$ cat src/rtl/arb_pkg.sv
// arb_pkg: shared arbitration mode encodings and one-hot helper
package arb_pkg;
  typedef enum logic [1:0] {ARB_FIXED = 2'b00, ARB_RR = 2'b01, ARB_WRR = 2'b10} arb_mode_e;
  localparam logic [1:0] ARB_MODE_RSVD = 2'b11;
  function automatic int onehot2idx(input logic [63:0] oh);
    int r;
    r = 0;
    for (int i = 0; i < 64; i++) r |= oh[i] ? i : 0;
    return r;
  endfunction
endpackage

$ cat src/rtl/arb_rot_prio_pick.sv
// arb_rot_prio_pick: one-hot pick of the first request at or above start, with wrap
module arb_rot_prio_pick import arb_pkg::*; #(
  parameter int N = 16,
  localparam int IW = $clog2(N)
) (
  input  logic [N-1:0]  req,
  input  logic [IW-1:0] start,
  output logic [N-1:0]  gnt,
  output logic [IW-1:0] idx
);
  logic [N-1:0] rot, first;
  logic [IW:0]  sum;
  assign rot   = N'({req, req} >> start);
  assign first = rot & (~rot + 1'b1);
  assign sum   = {1'b0, start} + (IW+1)'(onehot2idx(64'(first)));
  assign idx   = sum >= (IW+1)'(N) ? IW'(sum - (IW+1)'(N)) : IW'(sum);
  assign gnt   = |req ? N'(1) << idx : '0;
endmodule

$ cat src/rtl/wrr_lock_arbiter.sv
// wrr_lock_arbiter: single-cycle fixed/RR/weighted-RR arbiter with per-requester grant lock
module wrr_lock_arbiter import arb_pkg::*; #(
  parameter int N = 16,
  parameter int WW = 4,
  localparam int IDXW = $clog2(N)
) (
  input  logic            clk,
  input  logic            reset,
  input  logic [1:0]      mode_i,
  input  logic [N-1:0]    req_i,
  input  logic [N-1:0]    lock_i,
  input  logic [N*WW-1:0] weight_i,
  output logic [N-1:0]    gnt_o,
  output logic            gnt_vld_o,
  output logic [IDXW-1:0] gnt_idx_o
);
  arb_mode_e       mode_q;
  logic [IDXW-1:0] ptr_q, lock_idx_q, pick_idx, k, nxt_k;
  logic [WW-1:0]   cnt_q, cnt_eff, w_k;
  logic [N-1:0]    pick_gnt;
  logic            lock_vld_q, lock_hit, any, fixed, rr_like, hold, take_lock, adv;
  assign fixed     = mode_i == ARB_FIXED;
  assign rr_like   = mode_i == ARB_RR || mode_i == ARB_MODE_RSVD;
  assign lock_hit  = lock_vld_q && req_i[lock_idx_q];
  assign any       = |req_i;
  assign k         = lock_hit ? lock_idx_q : pick_idx;
  assign nxt_k     = k == IDXW'(N-1) ? '0 : k + 1'b1;
  assign w_k       = weight_i[int'(k)*WW +: WW];
  assign cnt_eff   = k == ptr_q ? cnt_q : '0;
  assign take_lock = any && lock_i[k];
  assign hold      = lock_hit && lock_i[k];
  assign adv       = lock_hit || rr_like || cnt_eff == w_k;
  arb_rot_prio_pick #(.N(N)) u_pick (
    .req   (req_i),
    .start (fixed ? '0 : ptr_q),
    .gnt   (pick_gnt),
    .idx   (pick_idx)
  );
  assign gnt_o     = !reset ? '0 : lock_hit ? N'(1) << lock_idx_q : pick_gnt;
  assign gnt_vld_o = reset && any;
  assign gnt_idx_o = gnt_vld_o ? k : '0;
  always_ff @(posedge clk or negedge reset) begin
    if (!reset) begin
      mode_q     <= ARB_FIXED;
      ptr_q      <= '0;
      cnt_q      <= '0;
      lock_vld_q <= 1'b0;
      lock_idx_q <= '0;
    end else begin
      mode_q     <= arb_mode_e'(mode_i);
      lock_vld_q <= take_lock;
      if (take_lock) lock_idx_q <= k;
      if (any && !fixed && !hold) begin
        ptr_q <= adv ? nxt_k : k;
        cnt_q <= adv ? '0 : cnt_eff + 1'b1;
      end
      if (mode_i != mode_q) cnt_q <= '0;
    end
  end
endmodule

$ cat config.mk
export PLATFORM = sky130hd
export DESIGN_NAME = wrr_lock_arbiter
export DESIGN_NICKNAME = d
export VERILOG_FILES = /design/src/rtl/arb_pkg.sv /design/src/rtl/arb_rot_prio_pick.sv /design/src/rtl/wrr_lock_arbiter.sv
export SDC_FILE = /design/constraint.sdc
export NUM_CORES = 1
export LEC_CHECK = 0
export CORE_MARGIN = 4
export CORE_UTILIZATION = 45
export CTS_BUF_LIST = sky130_fd_sc_hd__clkbuf_4 sky130_fd_sc_hd__clkbuf_8 sky130_fd_sc_hd__clkbuf_16
export DETAILED_ROUTE_END_ITERATION = 6
export PLACE_DENSITY = 0.8
export SKIP_LAST_GASP = 1
export SLEW_MARGIN = 40
export SYNTH_ARGS = -nofsm -noshare
export SYNTH_HDL_FRONTEND = slang
export SYNTH_HIERARCHICAL = 1
export SYNTH_SLANG_ARGS = --single-unit
$ cat constraint.sdc
create_clock -name clk -period 7.5 [get_ports clk]
set_clock_uncertainty 0.05 [all_clocks]
set_input_delay 0.75 -clock clk [delete_from_list [all_inputs] [get_ports clk]]
set_output_delay 0.75 -clock clk [all_outputs]
set_load 0.01 [all_outputs]
=== Word-level counts from Yosys, hierarchy flattened ===
Cells that the tools add are included.

* Register bits after elaboration: 15
* Output and inout port bits: 21

* Add/subtract/negate cells: 5
* Order comparisons: 3
* Eq/ne operators: 6
* Shifts and indexed selects: 4
* Multiplexer cells: 32
* Bitwise logic cells: 16
* Reduce and logical (&&, ||, !) cells: 14

{| class="wikitable"
|+ Operators with widths
! cell !! count
|-
| $mux W4 || 18
|-
| $or A5 B5 Y5 || 14
|-
| $shiftx A64 B7 Y4 || 1
|-
| $mux W16 || 3
|-
| $shl A1 B4 Y16 const A || 2
|-
| $shr A32 B4 Y16 || 1
|-
| $add A16 B1 Y16 const B || 1
|-
| $and A16 B16 Y16 || 1
|-
| $not A16 Y16 || 1
|-
| $reduce_or A16 Y1 || 1
|-
| $mux W3 || 4
|-
| $lt A4 B5 Y1 const B || 2
|-
| $add A4 B1 Y4 const B || 2
|-
| $bmux W1 S4 || 2
|-
| $eq A4 B4 Y1 || 2
|-
| $logic_and A1 B1 Y1 || 6
|-
| $add A4 B5 Y5 || 1
|-
| $ge A5 B5 Y1 const B || 1
|-
| $eq A4 B4 Y1 const B || 1
|-
| $mux W2 || 2
|-
| $sub A4 B1 Y4 const B || 1
|-
| $logic_or A1 B1 Y1 || 3
|-
| $mux W1 || 3
|-
| $eq A2 B1 Y1 const B || 1
|-
| 5 further kinds || 6
|}

=== Depth between registers and ports, before layout ===
* Word-level depth: 32
* Gate-level depth with buffers: 27

=== Hierarchy ===
Netlist, hierarchy kept.

{| class="wikitable"
|+ Modules (own cells, without submodules)
! module !! times used !! cells each !! area each (um^2)
|-
| wrr_lock_arbiter || 1 || 347 || 2643.8
|-
| arb_rot_prio_pick || 1 || 189 || 1587.8
|}

=== Worst setup path before layout ===
No wires, ideal clock.

* Path type: input-to-reg
* From: in mode_i[0]
* To: reg ptr_q[3]
* Setup time: 144 ps
* Data arrival time: 6508 ps
* Data required time: 7306 ps
* Path slack: 798 ps
* Stages: 26
* Path buffers: 2
* Path through: nor2_1 -> nor2b_1 -> buf_6 -> mux4_1 -> mux2i_1 -> nor2b_1 -> a21oi_1 -> nand2_1 -> o21ai_0 -> o41ai_1 -> ha_1 -> a21o_1 -> a21oi_1 -> xnor2_1 -> xnor2_1 -> o31ai_1 -> nand2_1 -> clkbuf_1 -> nand2_1 -> nand4_1 -> a41oi_1 -> a2111o_1 -> mux2_2 -> o2bb2ai_2 -> a31oi_1 -> o221ai_1

* Cells in the longest elaborated chain, start to end: 30
* Elaborated cells on any way between the ends: 60
* Classes of those cells: add/sub (4); order compare (1); eq/ne (5); shift (2); mux (23); bitwise (16); reduce/logical (9)

{| class="wikitable"
|+ Ends and longest elaborated chain
! what !! line !! source
|-
| from (decl) || wrr_lock_arbiter.sv:9 || <nowiki>input logic [1:0] mode_i,</nowiki>
|-
| $logic_not A2 Y1 * || wrr_lock_arbiter.sv:22 || <nowiki>assign fixed = mode_i == ARB_FIXED;</nowiki>
|-
| $mux W4 * || wrr_lock_arbiter.sv:35 || <nowiki>.start (fixed ? '0 : ptr_q),</nowiki>
|-
| $shr A32 B4 Y16 || arb_rot_prio_pick.sv:13 || <nowiki>assign rot = N'({req, req} >> start);</nowiki>
|-
| $not A16 Y16 || arb_rot_prio_pick.sv:14 || <nowiki>assign first = rot & (~rot + 1'b1);</nowiki>
|-
| $add A16 B1 Y16 || arb_rot_prio_pick.sv:14 ||
|-
| $and A16 B16 Y16 || arb_rot_prio_pick.sv:14 ||
|-
| $mux W1 or $mux W2 (tied branches) || arb_pkg.sv:8 || <nowiki>for (int i = 0; i < 64; i++) r |= oh[i] ? i : 0;</nowiki>
|-
| $or A5 B5 Y5 (14 in series) || arb_pkg.sv:8 ||
|-
| $add A4 B5 Y5 * || arb_rot_prio_pick.sv:15 || <nowiki>assign sum = {1'b0, start} + (IW+1)'(onehot2idx(64'(first)));</nowiki>
|-
| $sub A4 B1 Y4 or $ge A5 B5 Y1 (tied branches) || arb_rot_prio_pick.sv:16 || <nowiki>assign idx = sum >= (IW+1)'(N) ? IW'(sum - (IW+1)'(N)) : IW'(sum);</nowiki>
|-
| $mux W4 * || arb_rot_prio_pick.sv:16 ||
|-
| via pick_idx[3] || wrr_lock_arbiter.sv:18 || <nowiki>logic [IDXW-1:0] ptr_q, lock_idx_q, pick_idx, k, nxt_k;</nowiki>
|-
| $mux W4 * || wrr_lock_arbiter.sv:26 || <nowiki>assign k = lock_hit ? lock_idx_q : pick_idx;</nowiki>
|-
| parallel branches: the longest is 5 deep, another holds $shiftx A64 B7 Y4 || - ||
|-
| to (signal assigned) || wrr_lock_arbiter.sv:54 || <nowiki>ptr_q <= adv ? nxt_k : k;</nowiki>
|-
| to (decl) || wrr_lock_arbiter.sv:18 ||
|}

Mark *: on every way through the listed nets, which the timed path passes. The select of a mux whose other input is x is not followed.
A chain may end at the register's enable or synchronous reset.

=== Worst setup path after layout ===
* From: in mode_i[1]
* To: reg ptr_q[3]

Same word-level chain as after synthesis.

==> impl_metrics.env <==
export IMPL_fin_setup_tns_ns=0
export IMPL_yosys_warnings=6
export IMPL_top_layer="met4"
export IMPL_synth_simple_area_share_pct=29.5
export IMPL_swShare_pct=56.2
export IMPL_cp_arrival_ns=7.10
export IMPL_wl_met2_um=7460
export IMPL_synth_flop_cell="dfrtp_1"
export IMPL_rows=35
export IMPL_clockPowerShare_pct=2.2
export IMPL_antenna_cells=0
export IMPL_synth_edff_count=0
export IMPL_seqPwrFrac_pct=5.4
export IMPL_syn_avg_cell_area_um2=7.89
export IMPL_chipHeight_um=105
export IMPL_grt_max_degree=33
export IMPL_area_growth_pct=32.6
export IMPL_finalNetCount=758
export IMPL_synth_cells=536
export IMPL_slew_headroom_pct=47.2
export IMPL_overflow=0
export IMPL_vias=4888
export IMPL_cp_required_ns=7.56
export IMPL_die_area_um2=11000
export IMPL_finalSetupViolCount=0
export IMPL_firstDrtPassIters=5
export IMPL_synth_seq_area_share_pct=8.87
export IMPL_crit_slowest_cell="mux4_2"
export IMPL_hold_path_class="flop to flop"
export IMPL_pin_count=121
export IMPL_cp_num_buf_inv=3
export IMPL_routed_wl_met3_um=1120
export IMPL_cts_hold_buf=0
export IMPL_dp_hpwl_um=11600
export IMPL_insertion_delay_ns=0.25
export IMPL_grt_pass1_vias=4910
export IMPL_max_vdd_ir_drop_v=0.000345
export IMPL_vias_per_cell=6.41
export IMPL_worst_setup_path_start_kind="primary input"
export IMPL_cts_tree="done"
export IMPL_finalMaxSlewViolations=0
export IMPL_htree_num_levels=1
export IMPL_wl_met1_um=5570
export IMPL_synthDistinctLibCells=88
export IMPL_synthArstFlopShare_pct=100
export IMPL_drv_cap=0
export IMPL_p_int_mw=1.36
export IMPL_antenna_found_initial=0
export IMPL_cts_root_buffer_cell="clkbuf_8"
export IMPL_synth_fa_ha_area_share_pct=1.95
export IMPL_clk_pin_slew_ns=0.06
export IMPL_gp_congestion=0.926
export IMPL_placement_io_buffers=120
export IMPL_ys_ff_latch=15
export IMPL_netSwitchingPower_mw=1.75
export IMPL_die_w_um=105
export IMPL_period_minus_slack_ns=7.04
export IMPL_synth_compound_area_share_pct=23.2
export IMPL_cts_sinks=15
export IMPL_p_per_area_nw_per_um2=555
export IMPL_status="completed"
export IMPL_antenna_left=0
export IMPL_start_util_pct=46.0
export IMPL_path_delay_family="compound AO/OA/AOI/OAI gates"
export IMPL_worst_pin_slew_ns=0.787
export IMPL_wl_per_cell_um=18.9
export IMPL_synth_xor_xnor_area_share_pct=2.28
export IMPL_track_usage_pct=25.1
export IMPL_critPathCaptureType="flop"
export IMPL_muxShareOfSynthArea_pct=27.3
export IMPL_drc_errors=0
export IMPL_slowest_delay_ns=0.56
export IMPL_core_area_um2=9200
export IMPL_hold_viol=0
export IMPL_path_class="primary input to flop"
export IMPL_drt_wl_total_um=14400
export IMPL_grt_first_pass_wirelength_um=23200
export IMPL_syn_num_nets=642
export IMPL_pwr_share_comb_pct=92.4
export IMPL_cts_max_path_buffers=2
export IMPL_synth_top_family_by_area="simple AND/OR/NAND/NOR gates"
export IMPL_drtIter0Drc=268
export IMPL_crit_fanout=18
export IMPL_drive_gt1_share_pct=14.9
export IMPL_cts_made_buffers=3
export IMPL_synthesis_area_um2=4230
export IMPL_postLayoutCoreUtil_pct=61.0
export IMPL_fmax_ghz=0.142
export IMPL_finalCritPeriodShare_pct=93.8
export IMPL_p_leak_nw=2.14
worst paths after layout:
| check | from | end | slack [ns] | cells after the start |
|---|---|---|---|---|
| max | mode_i[1] | ptr_q[3]$_DFFE_PN0P_ | 0.46 | 25 |
| min | ptr_q[0]$_DFFE_PN0P_ | ptr_q[0]$_DFFE_PN0P_ | 0.47 | 2 |
| max reg2reg | ptr_q[1]$_DFFE_PN0P_ | ptr_q[3]$_DFFE_PN0P_ | 1.18 | 23 |
| min reg2reg | ptr_q[0]$_DFFE_PN0P_ | ptr_q[0]$_DFFE_PN0P_ | 0.47 | 2 |
| max in group asynchronous | reset | lock_idx_q[0]$_DFFE_PN0P_ | 6.32 | 2 |
| min in group asynchronous | reset | cnt_q[0]$_DFFE_PN0P_ | 0.82 | 2 |
timing repair:
| item | in CTS | in global routing |
|---|---|---|
| buffers inserted | 0 | 0 |
| resized for setup | 0 | 7 |
| endpoints found under the setup margin | 0 | 8 |
state kept, by name, indices dropped and copies added, names as in the netlist:
name / count
mode_q: 2
ptr_q: 4
cnt_q: 4
lock_vld_q: 1
lock_idx_q: 4
synthesized netlist by cell type (all sizes together), types with 10 or more instances:
library cell,count,area share (%)
a21boi,17,3.0
a21oi,25,4.0
o21ai,26,3.2
mux2,13,3.5
nand3,21,2.6
nor2b,10,1.5
xnor2,10,2.1
or3,11,1.6
inv,19,1.7
a211oi,11,2.0
mux2i,40,10
nor2,35,3.5
nor4,10,1.5
clkbuf,13,1.2
nand4,21,3.3
dfrtp,15,8.9
nand2,98,8.8
mux4,25,14
buf,18,3.8
metal layers:
layer	track usage [%]	vias to the layer above
li1	-	2291
met1	30.5	2322
met2	46.1	246
met3	3.89	29
met4	6.19	0
met5	0	-
worst register-to-register path: stages (launching register included):
cell and delay (ns):
dfrtp_1 0.39, nor2b_2 0.32, buf_4 0.26, mux4_2 0.56
a21oi_1 0.24, nand2_1 0.15, o21ai_0 0.19, o21ai_0 0.12
o41ai_2 0.37, ha_1 0.30, a21o_1 0.17, a21oi_1 0.25
xnor2_1 0.23, xnor2_2 0.19, o31ai_1 0.15, nand2_1 0.14
buf_4 0.27, mux4_2 0.33, a22o_1 0.27, or4_4 0.53
mux2i_4 0.19, o2bb2ai_2 0.16, a31oi_1 0.21, o221ai_1 0.14
layout by cell type (no fill, tap or decap), drive strengths merged, types with 4 or more instances in the layout:
cell,Yosys,routed
clkdlybuf4s50,0,120
nand2,98,98
mux2i,40,40
nor2,35,35
o21ai,26,26
mux4,25,25
a21oi,25,25
buf,18,22
nand4,21,21
nand3,21,21
inv,19,19
a21boi,17,17
dfrtp,15,15
mux2,13,13
or3,11,11
a211oi,11,11
nor4,10,10
xnor2,10,10
nor2b,10,10
nand2b,9,9
and3,9,9
nor3,7,7
ha,5,5
a311oi,5,5
o311ai,5,5
a22o,4,4
o211ai,4,4
clkbuf,13,4
power groups by stage:
stage / Combinational, mW / Sequential [mW] / Clock, mW
after floorplan: 2.15 / 0.132 / 0
after global placement: 2.74 / 0.168 / 0
after detailed placement: 2.80 / 0.169 / 0
after CTS: 2.81 / 0.167 / 0.0703
after global routing: 3.13 / 0.173 / 0.0751
final: 2.88 / 0.168 / 0.0693
metrics by stage:
stage	total power, mW	worst slack (ns)	hold slack [ns]	instance area [µm²]	instances
floorplan	2.28	0.798	0.404	4230	536
global placement	2.91	0.217	0.472	5530	758
detailed placement	2.97	-0.0169	0.460	5530	758
CTS	3.05	0.235	0.473	5580	762
global route	3.38	-0.00951	0.492	5610	762
finish	3.11	0.463	0.467	5610	762
cell families (layout without fill, tap and decap cells):
family / Yosys count / count (layout)
buffers and inverters: 51 / 166
flip-flops: 15 / 15
XOR/XNOR: 11 / 11
multiplexers: 78 / 78
AO/OA/AOI/OAI: 130 / 130
AND/OR/NAND/NOR: 245 / 245
adder cells (fa/ha/maj): 6 / 6
area by class of cell:
| type | instances | area [µm²] |
|---|---|---|
| well taps | 111 | 139 |
| clock buffers | 4 | 48.8 |
| multi-input cells | 470 | 3600 |
| flip-flops and latches | 15 | 375 |
| inverters | 20 | 77.6 |
| fillers | 854 | 3580 |
| repair buffers | 142 | 1370 |
No activity file was read; power rests on OpenSTA's default activity.
